## config.mk

```make
export PLATFORM = sky130hd
export DESIGN_NAME = filters_sdiv_seq
export DESIGN_NICKNAME = d
export VERILOG_FILES = /design/src/rtl/filters_sdiv_pkg.sv /design/src/rtl/filters_div_sat.sv /design/src/rtl/filters_sdiv_seq.sv
export SDC_FILE = /design/constraint.sdc
export NUM_CORES = 1
export LEC_CHECK = 0
export ABC_AREA = 1
export BUFFER_PORTS_ARGS = -buffer_cell sky130_fd_sc_hd__buf_4
export CAP_MARGIN = 15
export CORE_ASPECT_RATIO = 0.6
export CORE_MARGIN = 2
export CORE_UTILIZATION = 25
export CTS_BUF_LIST = sky130_fd_sc_hd__clkbuf_8
export DETAILED_ROUTE_END_ITERATION = 8
export HOLD_SLACK_MARGIN = 0.15
export PLACE_DENSITY = 0.42
export SYNTH_ARGS = -nofsm -noshare
export SYNTH_HDL_FRONTEND = slang
export SYNTH_SLANG_ARGS = --single-unit
export TNS_END_PERCENT = 100
```

## constraint.sdc

```tcl
create_clock -name ap_clk -period 6 [get_ports ap_clk]
set_input_delay 0.3 -clock ap_clk [delete_from_list [all_inputs] [get_ports ap_clk]]
set_output_delay 0.3 -clock ap_clk [all_outputs]
set_load 0.02 [all_outputs]
```

## src/rtl/filters_sdiv_pkg.sv

```systemverilog
// -----------------------------------------------------------------------------
// filters_sdiv_pkg
// Shared types and constants for the filters sequential signed divider
// (filters_sdiv_seq) and its quotient saturation stage (filters_div_sat).
//
// Contents:
//   sdiv_state_e    - divider FSM states (IDLE, CALC, FIX, DONE)
//   SDIV_*_W        - default widths of dividend, divisor and quotient
//   QUOT_MAX/MIN    - saturation limits of the default-width signed quotient
//   CNT_W           - width of the iteration counter, $clog2(DIVIDEND_W+1)
//
// Optional feature macro: FILTERS_SDIV_ROUND_EN (see filters_sdiv_seq).
// -----------------------------------------------------------------------------
package filters_sdiv_pkg;

  typedef enum logic [1:0] {
    IDLE = 2'd0,
    CALC = 2'd1,
    FIX  = 2'd2,
    DONE = 2'd3
  } sdiv_state_e;

  localparam int SDIV_DIVIDEND_W = 32;
  localparam int SDIV_DIVISOR_W  = 16;
  localparam int SDIV_QUOT_W     = 16;

  localparam int QUOT_MAX = (2 ** (SDIV_QUOT_W - 1)) - 1;
  localparam int QUOT_MIN = -(2 ** (SDIV_QUOT_W - 1));

  localparam int CNT_W = $clog2(SDIV_DIVIDEND_W + 1);

endpackage

```

## src/rtl/filters_div_sat.sv

```systemverilog
// -----------------------------------------------------------------------------
// filters_div_sat
// Combinational final stage of the signed divider: turns the unsigned quotient
// magnitude into a signed quotient clipped to the QUOT_W range.
//
// Ports:
//   q_mag     in   DIVIDEND_W   unsigned quotient magnitude from the iteration
//   neg       in   1            result is negative (dividend sign)
//   dz        in   1            divisor was zero: force full-scale, no ovf
//   rem_mag   in   DIVISOR_W    remainder magnitude  (FILTERS_SDIV_ROUND_EN only)
//   divisor   in   DIVISOR_W    divisor              (FILTERS_SDIV_ROUND_EN only)
//   round_up  out  1            magnitude was bumped (FILTERS_SDIV_ROUND_EN only)
//   quot      out  QUOT_W       signed saturated quotient
//   ovf       out  1            quotient was clipped
//
// Macro FILTERS_SDIV_ROUND_EN: when defined, the magnitude rounds to nearest
// (ties away from zero) before saturation; otherwise plain truncation.
// -----------------------------------------------------------------------------
module filters_div_sat
  import filters_sdiv_pkg::*;
#(
  parameter int DIVIDEND_W = SDIV_DIVIDEND_W,
  parameter int DIVISOR_W  = SDIV_DIVISOR_W,
  parameter int QUOT_W     = SDIV_QUOT_W
) (
  input  logic [DIVIDEND_W-1:0]    q_mag,
  input  logic                     neg,
  input  logic                     dz,
`ifdef FILTERS_SDIV_ROUND_EN
  input  logic [DIVISOR_W-1:0]     rem_mag,
  input  logic [DIVISOR_W-1:0]     divisor,
  output logic                     round_up,
`endif
  output logic signed [QUOT_W-1:0] quot,
  output logic                     ovf
);

  localparam logic [QUOT_W-1:0] Q_MAX = {1'b0, {(QUOT_W-1){1'b1}}};
  localparam logic [QUOT_W-1:0] Q_MIN = {1'b1, {(QUOT_W-1){1'b0}}};
  localparam logic [DIVIDEND_W:0] POS_LIM = (DIVIDEND_W+1)'(Q_MAX);
  localparam logic [DIVIDEND_W:0] NEG_LIM = (DIVIDEND_W+1)'(Q_MIN);

  // Returns {ovf, quotient}. The negative side has one more representable
  // magnitude than the positive side, so -2^(QUOT_W-1) exact is not clipped.
  function automatic logic [QUOT_W:0] sat_quot(input logic [DIVIDEND_W:0] mag,
                                               input logic neg_i);
    logic [QUOT_W:0] res;
    if (!neg_i) begin
      if (mag > POS_LIM) res = {1'b1, Q_MAX};
      else               res = {1'b0, mag[QUOT_W-1:0]};
    end else begin
      if (mag > NEG_LIM) res = {1'b1, Q_MIN};
      else               res = {1'b0, QUOT_W'(0) - mag[QUOT_W-1:0]};
    end
    return res;
  endfunction

  logic [DIVIDEND_W:0] mag;
  logic [QUOT_W:0]     sat_res;

`ifdef FILTERS_SDIV_ROUND_EN
  // 2*|rem| >= divisor rounds the magnitude up (ties away from zero).
  always_comb begin
    round_up = !dz && ({rem_mag, 1'b0} >= {1'b0, divisor});
    mag      = {1'b0, q_mag} + {{DIVIDEND_W{1'b0}}, round_up};
  end
`else
  assign mag = {1'b0, q_mag};
`endif

  always_comb begin
    sat_res = sat_quot(mag, neg);
    if (dz) begin
      quot = neg ? Q_MIN : Q_MAX;
      ovf  = 1'b0;
    end else begin
      quot = sat_res[QUOT_W-1:0];
      ovf  = sat_res[QUOT_W];
    end
  end

endmodule

```

## src/rtl/filters_sdiv_seq.sv

```systemverilog
// -----------------------------------------------------------------------------
// filters_sdiv_seq
// Iterative signed/unsigned divider: signed DIVIDEND_W dividend by unsigned
// DIVISOR_W divisor, C-style truncating division, quotient saturated to a
// signed QUOT_W value, remainder exact. Restoring shift-subtract, one quotient
// bit per cycle; fixed latency of DIVIDEND_W+2 cycles from accept to out_valid.
// One operation in flight; valid/ready handshake on both sides.
//
// Ports:
//   ap_clk       in   1             clock
//   ap_rst       in   1             synchronous active-high reset (aborts)
//   in_valid     in   1             dividend/divisor valid
//   in_ready     out  1             idle and able to accept
//   dividend     in   DIVIDEND_W    signed dividend
//   divisor      in   DIVISOR_W     unsigned divisor
//   out_valid    out  1             result valid (held until out_ready)
//   out_ready    in   1             downstream accepts result
//   quotient     out  QUOT_W        signed saturated quotient
//   remainder    out  DIVISOR_W+1   signed remainder
//   ovf          out  1             quotient was saturated
//   div_by_zero  out  1             divisor was zero
//
// Macro FILTERS_SDIV_ROUND_EN: when defined, the quotient rounds to nearest
// (ties away from zero) and remainder = dividend - q*divisor.
// -----------------------------------------------------------------------------
module filters_sdiv_seq
  import filters_sdiv_pkg::*;
#(
  parameter int DIVIDEND_W = SDIV_DIVIDEND_W,
  parameter int DIVISOR_W  = SDIV_DIVISOR_W,
  parameter int QUOT_W     = SDIV_QUOT_W
) (
  input  logic                        ap_clk,
  input  logic                        ap_rst,
  input  logic                        in_valid,
  output logic                        in_ready,
  input  logic signed [DIVIDEND_W-1:0] dividend,
  input  logic [DIVISOR_W-1:0]        divisor,
  output logic                        out_valid,
  input  logic                        out_ready,
  output logic signed [QUOT_W-1:0]    quotient,
  output logic signed [DIVISOR_W:0]   remainder,
  output logic                        ovf,
  output logic                        div_by_zero
);

  localparam int ITER_W = $clog2(DIVIDEND_W + 1);
  localparam logic [ITER_W-1:0] ITER_LAST = ITER_W'(DIVIDEND_W - 1);

  sdiv_state_e state_q, state_d;
  logic [ITER_W-1:0]     cnt_q, cnt_d;
  // q_q starts as |dividend| and is shifted out MSB first while quotient
  // bits are shifted in at the bottom; it ends holding |quotient|.
  logic [DIVIDEND_W-1:0] q_q, q_d;
  logic [DIVISOR_W-1:0]  rem_q, rem_d;
  logic [DIVISOR_W-1:0]  dvs_q, dvs_d;
  logic                  neg_q, neg_d;
  logic                  dz_q, dz_d;

  logic                        out_valid_q, out_valid_d;
  logic signed [QUOT_W-1:0]    quotient_q, quotient_d;
  logic signed [DIVISOR_W:0]   remainder_q, remainder_d;
  logic                        ovf_q, ovf_d;
  logic                        dzo_q, dzo_d;

  logic [DIVIDEND_W-1:0]     div_u;
  logic [DIVISOR_W:0]        shifted;
  logic [DIVISOR_W:0]        diff;
  logic                      fits;
  logic signed [QUOT_W-1:0]  sat_q;
  logic                      sat_ovf;
  logic signed [DIVISOR_W:0] rem_abs;
  logic signed [DIVISOR_W:0] rem_fix;

`ifdef FILTERS_SDIV_ROUND_EN
  logic round_up;
`endif

  filters_div_sat #(
    .DIVIDEND_W (DIVIDEND_W),
    .DIVISOR_W  (DIVISOR_W),
    .QUOT_W     (QUOT_W)
  ) u_sat (
    .q_mag    (q_q),
    .neg      (neg_q),
    .dz       (dz_q),
`ifdef FILTERS_SDIV_ROUND_EN
    .rem_mag  (rem_q),
    .divisor  (dvs_q),
    .round_up (round_up),
`endif
    .quot     (sat_q),
    .ovf      (sat_ovf)
  );

  assign in_ready    = (state_q == IDLE) && !ap_rst;
  assign out_valid   = out_valid_q;
  assign quotient    = quotient_q;
  assign remainder   = remainder_q;
  assign ovf         = ovf_q;
  assign div_by_zero = dzo_q;

  // Magnitude of the most negative dividend is representable as unsigned.
  assign div_u = dividend;

  // One restoring step: bring down the next dividend bit and trial-subtract.
  always_comb begin
    shifted = {rem_q, q_q[DIVIDEND_W-1]};
    diff    = shifted - {1'b0, dvs_q};
    fits    = (shifted >= {1'b0, dvs_q});
  end

  // Signed remainder; a rounded-up quotient overshoots by one divisor.
  always_comb begin
`ifdef FILTERS_SDIV_ROUND_EN
    rem_abs = round_up ? ({1'b0, rem_q} - {1'b0, dvs_q}) : {1'b0, rem_q};
`else
    rem_abs = {1'b0, rem_q};
`endif
    if (dz_q)       rem_fix = '0;
    else if (neg_q) rem_fix = -rem_abs;
    else            rem_fix = rem_abs;
  end

  always_comb begin
    state_d     = state_q;
    cnt_d       = cnt_q;
    q_d         = q_q;
    rem_d       = rem_q;
    dvs_d       = dvs_q;
    neg_d       = neg_q;
    dz_d        = dz_q;
    out_valid_d = out_valid_q;
    quotient_d  = quotient_q;
    remainder_d = remainder_q;
    ovf_d       = ovf_q;
    dzo_d       = dzo_q;
    unique case (state_q)
      IDLE: begin
        if (in_valid) begin
          q_d     = dividend[DIVIDEND_W-1] ? -div_u : div_u;
          rem_d   = '0;
          dvs_d   = divisor;
          neg_d   = dividend[DIVIDEND_W-1];
          dz_d    = (divisor == '0);
          cnt_d   = '0;
          state_d = CALC;
        end
      end
      CALC: begin
        // A zero divisor still runs every step so latency never varies.
        rem_d = fits ? diff[DIVISOR_W-1:0] : shifted[DIVISOR_W-1:0];
        q_d   = {q_q[DIVIDEND_W-2:0], fits};
        cnt_d = cnt_q + ITER_W'(1);
        if (cnt_q == ITER_LAST) state_d = FIX;
      end
      FIX: begin
        quotient_d  = sat_q;
        ovf_d       = sat_ovf;
        remainder_d = rem_fix;
        dzo_d       = dz_q;
        out_valid_d = 1'b1;
        state_d     = DONE;
      end
      DONE: begin
        if (out_ready) begin
          out_valid_d = 1'b0;
          state_d     = IDLE;
        end
      end
      default: state_d = IDLE;
    endcase
  end

  always_ff @(posedge ap_clk) begin
    // Working registers: only meaningful after an accept, never reset.
    cnt_q <= cnt_d;
    q_q   <= q_d;
    rem_q <= rem_d;
    dvs_q <= dvs_d;
    neg_q <= neg_d;
    dz_q  <= dz_d;
    if (ap_rst) begin
      state_q     <= IDLE;
      out_valid_q <= 1'b0;
      quotient_q  <= '0;
      remainder_q <= '0;
      ovf_q       <= 1'b0;
      dzo_q       <= 1'b0;
    end else begin
      state_q     <= state_d;
      out_valid_q <= out_valid_d;
      quotient_q  <= quotient_d;
      remainder_q <= remainder_d;
      ovf_q       <= ovf_d;
      dzo_q       <= dzo_d;
    end
  end

endmodule

```

==> impl_metrics.tcl, run 1 <==
set metrics [dict create \
    outcome "completed" \
    cts-root-buf "clkbuf_8" \
    pin_count 89 \
    drtPass1Iterations 6 \
    final_max_slew_viol_count 0 \
    num_rows 48 \
    synth_area_um2 7423 \
    synth.distinct_cells 42 \
    peakVddDrop_v 0.0001450 \
    setup_ws_ps 3361 \
    fmax_ghz 0.3789 \
    rsz0062_at_grt "false" \
    antenna_found_initial 0 \
    avgSynthCellArea_um2 7.124 \
    p_leak_nw 3.876 \
    dieArea_um2 31130 \
    layout-drive-gt1-share 0.1339 \
    wl_um 24240 \
    place_ws_ps 3320 \
    gp_congestion 0.8425 \
    powerDensity_nw_per_um2 466.9 \
    ctsResizeCount 0 \
    hold_path.class "in2reg" \
    use_met2 0.2007 \
    worstPathMaxFanout 31 \
    diodes 0 \
    dieHeight_um 137.5 \
    grt.busiest_layer "met1" \
    clk_path_buf_depth 2 \
    nets 1207 \
    fillers 3213 \
    cp-start-kind "flop" \
    finalSetupViolCount 0 \
    relSlewSlack 0.4349 \
    cts_setup_buffers 0 \
    met3_usage 0.04265 \
    post-route-period-util 0.4399 \
    vias 6947 \
    htree_levels 3 \
    grt_pass1_vias 6448 \
    vias_per_cell 4.526 \
    synthToLayoutAreaGrowth_pct 18.98 \
    die_w_um 226.5 \
    cp-end-kind "flop" \
    final_antenna_net_count 0 \
    wire_per_inst_um 15.79 \
    grtUsageMet1 0.2656 \
    clk_pin_slew_ps 100 \
    hold_viol 0 \
    grt_max_degree 68 \
    cts_sinks 110 \
    synthCells 1042 \
    tritoncts "built" \
    cts_hold_buffers 16 \
    start_util 0.2564 \
    core_um2 28950 \
    cp_data_required_time_ps 6370 \
    min_period_ps 2639 \
    ys_warn_count 0 \
    drv_cap 0 \
    grt.overflow.total 0 \
    dp_hpwl_um 18710 \
    drcViolationCount 0 \
    synth-seq-cells 110 \
    grt.total_usage 0.1610 \
    worst_pin_slew_ps 846.7 \
    ys_seq_area_frac 0.3937 \
    tns_ps 0 \
    clk_latency_ps 420 \
    final.setup_skew_ps 14.76 \
    dp_cells 1503 \
    grt_pass1_wl_um 37700 \
    io_buffers 88 \
    final_cells 1535 \
    cts_buffers 9 \
    fin_util 0.3051 \
    drtIter0Drc 535 \
    cp.arrival_ps 3010 \
    path_class "reg2reg" \
    synth_nets 1119 \
]
-- area by class of cell --
class                           instances  area, um2  area share
Clock buffer                            9      123.9     0.01402
Sequential cell                       110       2923      0.3309
Timing Repair Buffer                  107      843.3     0.09548
Inverter                              128      480.5     0.05440
Tap cell                              400      500.5     0.05667
Clock inverter                          7      76.32    0.008641
Multi-Input combinational cell        774       3885      0.4399
-- state kept, by name, summed over array words and instances (netlist names) --
signal,cells
q_q,32
remainder,17
dvs_q,16
quotient,16
rem_q,16
cnt_q,6
state_q,2
div_by_zero,1
dz_q,1
neg_q,1
out_valid,1
ovf,1
-- power by group --
group | total [mW] | switching [mW] | leakage, nW | internal, mW
clock network | 0.494 | 0.281 | 0.113 | 0.213
registers | 1.54 | 0.333 | 1.01 | 1.20
logic | 2.09 | 1.41 | 2.76 | 0.683
-- logic make-up after synthesis --
logic type,after synthesis,share of synthesized area
and+or+nand+nor,594,0.3543
buffers and inverters,158,0.08478
AOI/OAI and AO/OA,131,0.09574
DFF,110,0.3937
adders and majority gates,25,0.04315
xor gates and xnor gates,24,0.02832
-- critical path, stage by stage (launching register included) --
cell	delay (ps)
dfxtp_1	340
inv_1	100
ha_1	520
inv_2	420
nor2_4	440
inv_2	140
nor2_4	290
nand3_1	120
nand3_1	110
nand2_1	50
inv_1	40
-- synth_stat cells --
cell type	n	area (um2)
fa_1	1	20.02
ha_1	24	300.3
buf_2	4	20.02
nand2_1	291	1092
buf_6	1	11.26
a21oi_1	59	295.3
nor3_1	9	45.04
nor3_2	1	10.01
buf_1	4	15.01
a21oi_4	1	16.27
inv_1	117	439.2
o22ai_1	1	6.260
edfxtp_1	72	2162
a22oi_1	2	15.01
a31oi_1	1	6.260
o31ai_1	1	7.510
nand2_4	1	11.26
buf_12	1	20.02
nor2_4	3	33.78
a31oi_4	1	21.27
xnor2_1	6	52.55
nor2_2	10	62.56
clkinv_1	2	7.510
nand4_1	30	187.7
buf_4	2	15.01
nand3b_1	6	45.04
or2_2	1	6.260
o21ai_0	55	275.3
nand2_8	1	20.02
nor4_1	5	31.28
and2_1	1	6.260
nor2_1	126	473.0
nand3_2	11	110.1
nand3_1	94	470.5
clkbuf_1	18	67.56
xor2_1	18	157.7
inv_2	9	33.78
o211ai_1	2	15.01
o21bai_1	5	37.54
dfxtp_1	38	760.7
nand2_2	4	25.02
o21ai_1	3	15.01
-- per-layer routing --
layer  share of wire  up-vias  wire length, um
li1                -     3597                -
met1            0.57     3173            13890
met2            0.36      167             8673
met3           0.063       10             1539
met4          0.0059        0              142
met5               0        -                0
-- placed cells by master (no fill, tap or decap), types with 2 or more instances in the layout --
| cell type | instances |
|---|---|
| clkbuf_8 | 9 |
| o21bai_1 | 5 |
| xor2_1 | 18 |
| nor2_4 | 3 |
| nor2_1 | 126 |
| nand2_1 | 291 |
| inv_4 | 3 |
| a21oi_1 | 59 |
| o21ai_1 | 3 |
| edfxtp_1 | 72 |
| o21ai_0 | 54 |
| nor3_1 | 9 |
| inv_2 | 9 |
| nand3b_1 | 6 |
| o211ai_1 | 2 |
| dfxtp_1 | 38 |
| nand3_2 | 11 |
| nor2_2 | 10 |
| nand4_1 | 30 |
| nand3_1 | 94 |
| dlygate4sd3_1 | 16 |
| nor4_1 | 5 |
| inv_1 | 117 |
| ha_1 | 23 |
| buf_4 | 91 |
| clkinv_1 | 2 |
| xnor2_1 | 6 |
| clkinv_2 | 2 |
| a22oi_1 | 2 |
| nand2_2 | 4 |
-- stage by stage --
stage / hold slack, ps / power [mW] / area, um2
2_1_floorplan: 398.9 / 2.943 / 7423
3_3_place_gp: 455.0 / 3.648 / 8472
3_5_place_dp: 461.0 / 3.635 / 8472
4_1_cts: 198.2 / 4.155 / 8832
5_1_grt: 218.2 / 4.496 / 8832
6_report: 242.4 / 4.124 / 8832
-- final timing paths --
path                       from            end  slack (ps)  cells after the start
setup / recovery     state_q[0]    quotient[2]        3360                     10
hold / removal     dividend[23]        q_q[23]         240                      3
setup reg to reg     state_q[0]    quotient[2]        3360                     10
hold reg to reg   remainder[11]  remainder[11]         470                      2
Note: power is estimated with default switching activity, not from simulation.
==> inputs of run 2 (changes only) <==
==> constraint.sdc (replaced) <==
create_clock -name ap_clk -period 2.65 [get_ports ap_clk]
set_input_delay 0.1325 -clock ap_clk [delete_from_list [all_inputs] [get_ports ap_clk]]
set_output_delay 0.1325 -clock ap_clk [all_outputs]
set_load 0.02 [all_outputs]
==> impl_metrics.tcl, run 2 (synthesis results as in run 1) <==
set metrics [dict create \
    dieArea_um2 31130 \
    hold_path_startpoint "dividend[2]" \
    rr_worst_depth 11 \
    dp_hpwl_um 18600 \
    final_max_slew_viol_count 0 \
    synthToLayoutAreaGrowth_pct 24.56 \
    power.internal_mw 4.857 \
    switching_power_mw 4.547 \
    gp_congestion 0.8634 \
    drv_cap 0 \
    whs_path_depth 4 \
    cp-end-kind "flop" \
    start_util 0.2564 \
    antenna_found_initial 0 \
    wire_per_inst_um 15.20 \
    fillers 3227 \
    io_buffers 88 \
    cts_buffers 9 \
    clk_pin_slew_ps 100 \
    grt_max_degree 68 \
    wl_um 24000 \
    dieHeight_um 137.5 \
    num_rows 48 \
    power_frac_comb 0.535 \
    path_class "reg2reg" \
    switching_share 0.4835 \
    power_frac_clock 0.110 \
    min_to "q_q[2]" \
    worstPathMaxFanout 17 \
    drcViolationCount 0 \
    clk_latency_ps 420 \
    diodes 0 \
    layout-drive-gt1-share 0.1332 \
    setup_ws_ps 355.4 \
    largest_reg_flops 32 \
    place_ws_ps 374.9 \
    hold_path.class "in2reg" \
    grt.overflow.total 0 \
    finalSetupViolCount 0 \
    final_common_cell "nand2_1" \
    ctsResizeCount 0 \
    min_period_ps 2295 \
    worstReg2RegStart "rem_q[11]" \
    power_mw 9.405 \
    cp-start-kind "flop" \
    hold_viol 0 \
    drtPass1Iterations 5 \
    r2r_setup_slack_ps 360 \
    tns_ps 0 \
    cts-root-buf "clkbuf_8" \
    outcome "completed" \
    relSlewSlack 0.4993 \
    peakVddDrop_v 0.0003775 \
    r2r-end "q_q[0]" \
    p_leak_nw 4.073 \
    final_cell_mix "nand2_1, nor2_1, inv_1, buf_4, nand3_1" \
    regMostFlops "q_q" \
    htree_levels 3 \
    grt_pass1_wl_um 37160 \
    final.setup_skew_ps 13.97 \
    nets 1251 \
    vias_per_cell 4.537 \
    final_antenna_net_count 0 \
    vias 7164 \
    tritoncts "built" \
    clk_path_buf_depth 2 \
    grt.total_usage 0.1582 \
    rsz0062_at_grt "false" \
    p_seq_frac 0.355 \
    powerDensity_nw_per_um2 1017 \
    worst_pin_slew_ps 751.0 \
    cts_sinks 110 \
    drtIter0Drc 561 \
    fmax_ghz 0.4358 \
    die_w_um 226.5 \
    grt_pass1_vias 6389 \
    cp.arrival_ps 2440 \
    core_um2 28950 \
    post-route-period-util 0.8659 \
    cp_data_required_time_ps 2800 \
    pin_count 89 \
]
==> run 2: worst max-delay path by stage <==
stage | from | to | slack (ps)
after global placement | rem_q[8] | rem_q[10] | 400
final | rem_q[11] | q_q[0] | 360
after floorplan | state_q[1] | cnt_q[0] | 300
after detailed placement | rem_q[11] | rem_q[10] | 370
after global routing | rem_q[11] | q_q[0] | 150
after CTS | rem_q[11] | rem_q[10] | 360
==> run 2: metrics by stage <==
stage,std cells,cell area (um2),utilization,hold slack [ps]
2_1_floorplan,1042,7435,-,231.4
3_3_place_gp,1513,8559,0.2957,324.0
3_5_place_dp,1513,8559,0.2957,322.2
4_1_cts,1579,9246,0.3194,228.1
5_1_grt,1579,9246,0.3194,269.4
6_report,1579,9246,0.3194,261.1
==> run 2: layer usage <==
layer	track usage	up-vias	routed length (um)
met5	0	-	0
met4	0.03143	0	180
met3	0.03860	10	1471
met2	0.1970	144	8453
met1	0.2606	3316	13890
li1	-	3694	-
==> run 2: repair_timing <==
item | CTS | global route
hold endpoints to repair | 76 | 0
hold buffers | 50 | 0
setup buffers | 0 | 0
==> run 2: power groups by stage <==
stage,Sequential [mW],Combinational [mW],Clock [mW]
2_1_floorplan,3.34,3.30,0
3_3_place_gp,3.37,5.00,0
3_5_place_dp,3.37,4.96,0
4_1_cts,3.33,5.04,1.11
5_1_grt,3.44,5.67,1.16
6_report,3.34,5.03,1.04
==> run 2: layout make-up <==
type / instances / area (um2) / share of cell area
clock buffers: 10 / 137.6 / 0.01488
flip-flops and latches: 110 / 2923 / 0.3161
well taps: 400 / 500.5 / 0.05413
clock inverters: 6 / 48.80 / 0.005277
inverters: 128 / 480.5 / 0.05196
repair buffers: 151 / 1271 / 0.1375
multi-input cells: 774 / 3885 / 0.4202
==> run 2: worst max-delay path, stage by stage (launching register included) <==
cell and delay [ps]:
edfxtp_1 540, ha_1 420, nand2_1 140, inv_1 70, nand2_1 60, nand2_1 40
a21oi_1 190, nand2_2 110, nand2_4 130, nand2_8 150, nand2_1 90, o21ai_0 80
